## src/rtl/d_access_unit_pkg.sv

```systemverilog
// Shared encodings for the bfcpu data access path: op codes, bus direction and FSM states.
package d_access_unit_pkg;

  localparam logic [2:0] D_OP_PTR_INC  = 3'd0;
  localparam logic [2:0] D_OP_PTR_DEC  = 3'd1;
  localparam logic [2:0] D_OP_CELL_INC = 3'd2;
  localparam logic [2:0] D_OP_CELL_DEC = 3'd3;
  localparam logic [2:0] D_OP_CELL_RD  = 3'd4;
  localparam logic [2:0] D_OP_CELL_WR  = 3'd5;

  localparam logic DIRECTION_READ  = 1'b0;
  localparam logic DIRECTION_WRITE = 1'b1;

  localparam logic [2:0] ST_IDLE = 3'd0;
  localparam logic [2:0] ST_RD   = 3'd1;
  localparam logic [2:0] ST_GAP  = 3'd2;
  localparam logic [2:0] ST_WR   = 3'd3;
  localparam logic [2:0] ST_DONE = 3'd4;

  function automatic logic is_rmw(input logic [2:0] code);
    return (code == D_OP_CELL_INC) || (code == D_OP_CELL_DEC);
  endfunction

endpackage

```

## src/rtl/d_access_unit_ptr_counter.sv

```systemverilog
// Data pointer: up/down counter that wraps within 0..d_mem_length-1.
module d_ptr_counter #(
  parameter int d_addr_width = 8,
  parameter int d_mem_length = 64
) (
  input  logic                    clk,
  input  logic                    rst,
  input  logic                    inc,
  input  logic                    dec,
  output logic [d_addr_width-1:0] ptr
);

  localparam logic [d_addr_width-1:0] PTR_LAST = d_addr_width'(d_mem_length - 1);
  localparam logic [d_addr_width-1:0] PTR_ONE  = d_addr_width'(1);

  always_ff @(posedge clk or posedge rst) begin
    if (rst) begin
      ptr <= '0;
    end else if (inc) begin
      ptr <= (ptr == PTR_LAST) ? '0 : ptr + PTR_ONE;
    end else if (dec) begin
      ptr <= (ptr == '0) ? PTR_LAST : ptr - PTR_ONE;
    end
  end

endmodule

```

## src/rtl/d_access_unit.sv

```systemverilog
// Data-side access unit: holds the tape pointer and runs cell read/write/RMW on the data port.
// state | meaning
// IDLE  | waiting for op_req; pointer ops and NOPs finish from here
// RD    | read request on d_*, waiting for d_ack
// GAP   | one cycle with d_req low between the read and write of an RMW
// WR    | write request on d_*, waiting for d_ack
// DONE  | op_ack pulse; op_req is ignored here
module d_access_unit
  import d_access_unit_pkg::*;
#(
  parameter int d_addr_width = 8,
  parameter int d_mem_length = 64
) (
  input  logic                    clk,
  input  logic                    rst,
  input  logic                    op_req,
  input  logic [2:0]              op_code,
  input  logic [7:0]              op_wdata,
  output logic                    op_ack,
  output logic [7:0]              op_rdata,
  output logic                    op_zero,
  output logic [d_addr_width-1:0] d_ptr,
  output logic                    d_req,
  output logic                    d_dir,
  output logic [d_addr_width-1:0] d_addr,
  output logic [7:0]              d_wdata,
  input  logic                    d_ack,
  input  logic [7:0]              d_rdata
);

  logic [2:0] state;
  logic [2:0] op_q;
  logic [7:0] wbuf;
  logic       ptr_inc;
  logic       ptr_dec;

  assign ptr_inc = (state == ST_IDLE) && op_req && (op_code == D_OP_PTR_INC);
  assign ptr_dec = (state == ST_IDLE) && op_req && (op_code == D_OP_PTR_DEC);
  assign op_zero = (op_rdata == 8'd0);

  d_ptr_counter #(
    .d_addr_width(d_addr_width),
    .d_mem_length(d_mem_length)
  ) u_ptr (
    .clk(clk),
    .rst(rst),
    .inc(ptr_inc),
    .dec(ptr_dec),
    .ptr(d_ptr)
  );

  always_ff @(posedge clk or posedge rst) begin
    if (rst) begin
      state    <= ST_IDLE;
      op_q     <= '0;
      wbuf     <= '0;
      d_req    <= 1'b0;
      d_dir    <= DIRECTION_READ;
      d_addr   <= '0;
      d_wdata  <= '0;
      op_ack   <= 1'b0;
      op_rdata <= '0;
    end else begin
      case (state)
        ST_IDLE: begin
          if (op_req) begin
            op_q   <= op_code;
            d_addr <= d_ptr;
            case (op_code)
              D_OP_CELL_RD, D_OP_CELL_INC, D_OP_CELL_DEC: begin
                d_req <= 1'b1;
                state <= ST_RD;
              end
              D_OP_CELL_WR: begin
                wbuf    <= op_wdata;
                d_wdata <= op_wdata;
                d_dir   <= DIRECTION_WRITE;
                d_req   <= 1'b1;
                state   <= ST_WR;
              end
              default: begin
                op_ack <= 1'b1;
                state  <= ST_DONE;
              end
            endcase
          end
        end
        ST_RD: begin
          if (d_ack) begin
            d_req <= 1'b0;
            if (is_rmw(op_q)) begin
              wbuf  <= (op_q == D_OP_CELL_INC) ? d_rdata + 8'd1 : d_rdata - 8'd1;
              state <= ST_GAP;
            end else begin
              op_rdata <= d_rdata;
              op_ack   <= 1'b1;
              state    <= ST_DONE;
            end
          end
        end
        ST_GAP: begin
          // the memory's ready flag needs one cycle with d_req low to clear
          d_req   <= 1'b1;
          d_dir   <= DIRECTION_WRITE;
          d_wdata <= wbuf;
          state   <= ST_WR;
        end
        ST_WR: begin
          if (d_ack) begin
            d_req <= 1'b0;
            d_dir <= DIRECTION_READ;
            if (is_rmw(op_q)) begin
              op_rdata <= wbuf;
            end
            op_ack <= 1'b1;
            state  <= ST_DONE;
          end
        end
        ST_DONE: begin
          op_ack <= 1'b0;
          state  <= ST_IDLE;
        end
        default: begin
          state <= ST_IDLE;
        end
      endcase
    end
  end

endmodule

```

## config.mk

```make
export PLATFORM = sky130hd
export DESIGN_NAME = d_access_unit
export DESIGN_NICKNAME = d
export VERILOG_FILES = /design/src/rtl/d_access_unit_pkg.sv /design/src/rtl/d_access_unit_ptr_counter.sv /design/src/rtl/d_access_unit.sv
export SDC_FILE = /design/constraint.sdc
export NUM_CORES = 1
export LEC_CHECK = 0
export CAP_MARGIN = 20
export CORE_MARGIN = 1.5
export CORE_UTILIZATION = 52
export DETAILED_ROUTE_END_ITERATION = 6
export PLACE_DENSITY = 0.81
export SLEW_MARGIN = 20
export SYNTH_ARGS = -nofsm -noshare
export SYNTH_HDL_FRONTEND = slang
export SYNTH_HIERARCHICAL = 1
export SYNTH_SLANG_ARGS = --single-unit
```

## constraint.sdc

```tcl
create_clock -name clk -period 2.7 [get_ports clk]
set_input_delay 0.27 -clock clk [delete_from_list [all_inputs] [get_ports clk]]
set_output_delay 0.27 -clock clk [all_outputs]
set_load 0.02 [all_outputs]
```

# --- Yosys cells after proc, flatten, opt, wreduce, memory -nomap -nowiden ---
# Index checks and enable logic that the tools add are counted.
word_totals:
  ff_bits: 49
  inputBits: 23
  elab_cells: 97
classes:
  reduce_logical: 26
  n_addsub: 4
  n_eq_ne: 22
  n_mux: 35
ops:
  columns: ["operator", "n"]
  rows:
  - ["$mux 8", 13]
  - ["$pmux 8 s2", 3]
  - ["$eq 3x2->1 const B", 6]
  - ["$add 8x1->8 const B", 2]
  - ["$logic_not 8->1", 2]
  - ["$ne 2x2->1 const B", 8]
  - ["$sub 8x1->8 const B", 2]
  - ["$mux 3", 4]
  - ["$pmux 3 s4", 1]
  - ["$mux 1", 10]
  - ["$reduce_and 5->1", 2]
  - ["$eq 3x3->1 const B", 3]
  - ["$eq 8x6->1 const B", 1]
  - ["$reduce_and 4->1", 2]
  - ["$reduce_bool 2->1", 4]
  - ["$eq 3x1->1 const B", 2]
  - ["$logic_not 3->1", 2]
  - ["$pmux 1 s3", 2]
  - ["$pmux 3 s2", 1]
  - ["$reduce_and 3->1", 2]
  - ["$reduce_and 6->1", 1]
  - ["$reduce_bool 3->1", 2]
  - ["$ne 2x1->1 const B", 2]
  - ["$pmux 1 s4", 1]
  - ["other kinds (7)", 9]

# --- Logic depth before layout (Yosys ltp) ---
logic_depth:
  ltp_word: 5
  mapped_depth: 9

# --- Cells and area by module ---
# Netlist, hierarchy kept.
by_module_without_submodules:
  columns: ["mod", "instances", "cells_each", "area_per_inst_um2", "seq_area_each_um2"]
  rows:
  - ["d_access_unit", 1, 230, 2336.0, 1026.0]
  - ["d_ptr_counter", 1, 67, 585.6, 200.2]

# --- Worst setup path before layout ---
# Ideal clock, no wire load.
synth_path:
  path_kind: "register to register"
  startpoint: "reg op_q[2]"
  endpoint: "reg wbuf[6]"
  setup_slack_ns: 0.421
  required_ns: 2.562
  n_path_buf: 0
  arrival_ns: 2.141
  stages_incl_launch_ff: 9
  cell_sequence: "dfrtp_1 nand2b_1 or2_2 fa_1 a211oi_1 o21bai_1 a21oi_1 mux2i_1 o311ai_2"
synth_between:
  elab_chain_len: 5
  word_cells_on_any_way: 9
  cone_classes: "3 x eq/ne; 4 x mux; 2 x reduce/logical"
synth_rtl:
  columns: ["item", "line", "rtl"]
  rows:
  - ["start: declaration", "d_access_unit.sv:32", "logic [2:0] op_q;"]
  - ["start signal: assignment", "d_access_unit.sv:67", "op_q <= op_code;"]
  - ["$eq 3x2->1", "d_access_unit_pkg.sv:21, d_access_unit.sv:92", null]
  - ["$mux 8", "d_access_unit.sv:92", "wbuf <= (op_q == D_OP_CELL_INC) ? d_rdata + 8'd1 : d_rdata - 8'd1;"]
  - ["$mux 8", "d_access_unit.sv:91", "if (is_rmw(op_q)) begin"]
  - ["$mux 8", "d_access_unit.sv:89", "if (d_ack) begin"]
  - ["$pmux 8 s2", "d_access_unit.sv:64", "case (state)"]
  - ["end signal: assignment", "d_access_unit.sv:75", "wbuf <= op_wdata;"]
  - ["end signal: assignment", "d_access_unit.sv:92", null]
  - ["end: declaration", "d_access_unit.sv:33", "logic [7:0] wbuf;"]
# Several ways; a longest one is shown, not always the timed one. The select of a mux whose other input is x is not followed.
# A chain may end at the register's enable or synchronous reset.

# --- Final worst setup path ---
# Ends and elaborated chain as after synthesis.

==> metrics.sh <==
RUN_STATUS='finished clean'
POST_CTS_HOLD_BUFFER_COUNT=0
YOSYS.AREA.TOP_TYPE_SHARE=0.420
P_COMB_FRAC=0.548
SEQUENTIALPOWERSHARE=0.345
YS_TOP_CELLS_BY_AREA='sky130_fd_sc_hd__dfrtp_1, sky130_fd_sc_hd__mux2i_1, sky130_fd_sc_hd__mux2_2, sky130_fd_sc_hd__ha_1, sky130_fd_sc_hd__nand2_1'
FLOORPLAN.INITIALDENSITY=0.534
WORSTREG2REGSTART='op_q[2]'
CRITICAL_PATH.REG2REG.ENDPOINT='wbuf[6]'
POSTROUTEWIRELENGTH_UM=6560
YS_SEQ_ELEMENTS=49
SHARE_CLK_OF_TOTAL_POWER=0.107
FINALSETUPVIOLCOUNT=0
GRT.OVERFLOW.TOTAL=0
GRT_PASS1_WL_UM=11000
RELATIVE_SLEW_MARGINS=0.552
TIMING.REG2REG.SETUP_SLACK_NS=0.22
FINAL_WORST_PATH_PERIOD_NEED_NS=2.48
ANTENNA_VIOLATING_NETS_LEFT=0
COUNT_OF_FLIP_FLOPS_WITH_A_BUILT_IN_ENABLE_AFTER_SYNTHESIS=0
PLACE.PORT_BUFFERS=58
FIRST_ITER_VIOLATIONS=122
SYNTH.YOSYS.SEQ_AREA_SHARE=0.420
SYNTH_TOP_CELL_BY_AREA='sky130_fd_sc_hd__dfrtp_1'
DPL_CELL_AREA_UM2=3560
CTS.REPAIR_TIMING.SETUP_BUFFER_COUNT=0
AREA.SEQUENTIAL_UM2=1230
YS_ASYNC_SR_FRACTION=1.00
DOMINANT_SYNTHESIZED_FLOP_CELL='sky130_fd_sc_hd__dfrtp_1'
POST_SYNTH_NUM_CELL_TYPES=55
LAYOUT-DRIVE-GT1-SHARE=0.124
WIRE_PER_INST_UM=15.3
HP-CLASS='input port to asynchronous set/reset pin'
IO_PINS=59
UNREPAIRED_SETUP_ENDPOINTS_AFTER_GLOBAL_ROUTING='no'
POST-ROUTE-CELL-AREA_UM2=3640
WORSTSETUPSTARTPOINTTYPE='register'
LEAKAGEPOWER_nW=1.60
TCRIT_TCLK_FINAL=0.918
PIN_COUNT_OF_THE_BIGGEST_NET_ENTERING_GLOBAL_ROUTING=34
ROUTED-VIA-COUNT=2429
TRITONCTS_CLOCK_TREE='done'
DRT-PASS1-ITER-COUNT=4
DETAIL_ROUTE.DRC_VIOLATIONS=0
GR-USAGE-MET1=0.278
INTERNAL_POWER_W=0.00227
DIE_AREA_UM2=6080
COREAREA_UM2=5470
CP-ENDPOINT='wbuf[6]'
SYNTHESIS.AREA_PER_INSTANCE_UM2=9.84
ROUTED_VIA_DENSITY=5.68
CTS.REPAIR.RESIZED=0
GRT_ANTENNA_BEFORE_REPAIR=0
TIMING_WORST_SLEW_PIN_VALUE_NS=0.670
DIE_X_UM=78.0
GRT_USE_TOTAL=0.228
FMAXACHIEVABLE_MHz=404
WORST_PATH_CLK_SLEW_NS=0.09
MULTI_INPUT_AREA_UM2=1550
CP_NUM_CELLS=8
CRIT_CHAIN='nand2b_1, or2_2, fa_1, a211oi_1, o21bai_1, a21oi_1, mux2i_1, o311ai_2'
POWER.IR.VDD_WORST_uV=702
GLOBALROUTEMET2UTIL=0.409
FINAL-MAX-SLEW-VIOLATION-COUNT=0
DIE_H_UM=78.0
SYNTH_FP_NETS=330
WORST-ENDPOINT-ARRIVAL_NS=2.65
POWER.SWITCHING_W=0.00171
CTS-ROOT-BUF='sky130_fd_sc_hd__clkbuf_8'
SKEW_NS=0.00856
CTS-ROOT-TO-SINK-BUFFERS=2
CP_SLOWEST_CELL='sky130_fd_sc_hd__fa_1'
REQUIRED_NS=2.88
FILLERINSTANCES=473
CTS.HTREE.LEVELS=2
R2R.WORST_PATH.CELLS=8
SETUP.WORST_PATH.END_CLASS='register'
POST_SYNTH_INSTANCE_AREA_UM2=2920
HOLD-WORST-SLACK_NS=0.237
CRITICAL_PATH.TOP_DELAY_FAMILY='compound AO/OA/AOI/OAI gates'
TOP_USAGE_LAYER='met2'
YOSYS_WARNINGS=6
DIODES=0
WORSTSKEWPAIRLATENCY_NS=0.31
GLOBAL_ROUTE.USAGE.MET3=0.0424
SETUP.WORST_PATH.CLASS='register to register'
LAYOUT.NETS=388
CLOCK-SINKS=49
MAX_CAP_VIOLATIONS=0
WP_BUF_INV=0
TRITONCTS.NUM_BUFFERS=5
DPL.HPWL_UM=4930
POWER_DENSITY_OVER_CELL_AREA_nW_PER_UM2=1100
FINALHOLDVIOLATIONS=0
ROWS=27
PATH_MAX_FANOUT=9
BIGGEST_CELL_DELAY_ALONG_THE_CRITICAL_PATH_NS=0.45
SYNTHESIS.INSTANCES=297
POWER_W=0.00399
P_SW_FRAC=0.430
GP_ROUTABILITY_CONGESTION=0.926
AREA_DELTA_SYNTH_FINAL_PCT=24.6
FIRST_GLOBAL_VIAS=2396
FINAL.SETUP.TNS_NS=0
STARTPOINT='op_q[2]'
[synthesized netlist by cell type (3+ instances only)]
library cell	count
sky130_fd_sc_hd__dfrtp_1	49
sky130_fd_sc_hd__nand2_1	30
sky130_fd_sc_hd__nor2_1	27
sky130_fd_sc_hd__mux2i_1	20
sky130_fd_sc_hd__a21oi_1	19
sky130_fd_sc_hd__inv_1	13
sky130_fd_sc_hd__mux2_2	12
sky130_fd_sc_hd__o21ai_0	11
sky130_fd_sc_hd__ha_1	9
sky130_fd_sc_hd__nor3_1	9
sky130_fd_sc_hd__o21ai_1	7
sky130_fd_sc_hd__o21ai_2	7
sky130_fd_sc_hd__buf_2	6
sky130_fd_sc_hd__xnor2_1	6
sky130_fd_sc_hd__clkbuf_1	4
sky130_fd_sc_hd__nor2b_1	4
sky130_fd_sc_hd__a211o_1	3
sky130_fd_sc_hd__a211oi_1	3
sky130_fd_sc_hd__a21o_1	3
sky130_fd_sc_hd__buf_6	3
sky130_fd_sc_hd__nand2b_1	3
sky130_fd_sc_hd__nor4b_1	3
[state kept, by name, indices dropped and copies added, names as in the netlist]
register	cells
d_dir	1
d_addr	8
op_q	3
u_ptr/ptr	8
op_rdata	8
op_ack	1
d_req	1
wbuf	8
d_wdata	8
state	3
[per-layer routing]
layer | up-vias | wire (µm)
li1 | 1176 | -
met1 | 1171 | 2800
met2 | 71 | 3370
met3 | 11 | 283
met4 | 0 | 114
met5 | - | 0
[cell families after synthesis]
family,after synthesis,share of synthesized area
simple gates,101,0.184
compound gates,68,0.156
flops,49,0.420
mux,33,0.122
buf+inv,28,0.0488
fa+ha+maj,10,0.0454
xor+xnor,8,0.0240
[through the flow]
stage | std cells | setup slack (ns) | util
2_1_floorplan | 297 | 0.421 | -
3_3_place_gp | 420 | 0.319 | 0.650
3_5_place_dp | 420 | 0.257 | 0.650
4_1_cts | 428 | 0.240 | 0.665
5_1_grt | 428 | 0.0650 | 0.665
6_report | 428 | 0.223 | 0.665
[layout by cell type (no fill, tap or decap), types with 11 or more instances in the layout]
cell type and count:
sky130_fd_sc_hd__inv_1 13, sky130_fd_sc_hd__mux2_2 12, sky130_fd_sc_hd__dfrtp_1 49, sky130_fd_sc_hd__o21ai_0 11
sky130_fd_sc_hd__clkdlybuf4s50_1 58, sky130_fd_sc_hd__nand2_1 30, sky130_fd_sc_hd__mux2i_1 20, sky130_fd_sc_hd__a21oi_1 19
sky130_fd_sc_hd__nor2_1 27
[how the worst min path moves through the flow]
| stage | endpoint | startpoint | cells after the start |
|---|---|---|---|
| 2_1_floorplan | u_ptr/ptr[0] | rst | 1 |
| 3_3_place_gp | d_wdata[1] | d_wdata[1] | 2 |
| 3_5_place_dp | d_wdata[1] | d_wdata[1] | 2 |
| 4_1_cts | u_ptr/ptr[1] | rst | 2 |
| 5_1_grt | u_ptr/ptr[3] | rst | 2 |
| 6_report | u_ptr/ptr[3] | rst | 2 |
[cell type report]
class	count	area share
Sequential cell	49	0.337
Clock inverter	2	0.00275
Multi-Input combinational cell	220	0.426
Inverter	13	0.0134
Clock buffer	6	0.0199
Timing Repair Buffer	66	0.176
Tap cell	72	0.0247
[power by group through the flow]
stage               logic (W)  clock network [W]  registers (W)
finish                0.00218           0.000428        0.00138
global route          0.00238           0.000472        0.00143
CTS                   0.00219           0.000438        0.00138
detailed placement    0.00218                  0        0.00139
global placement      0.00213                  0        0.00137
floorplan             0.00123                  0        0.00157
Note: power is estimated with default switching activity, not from simulation.
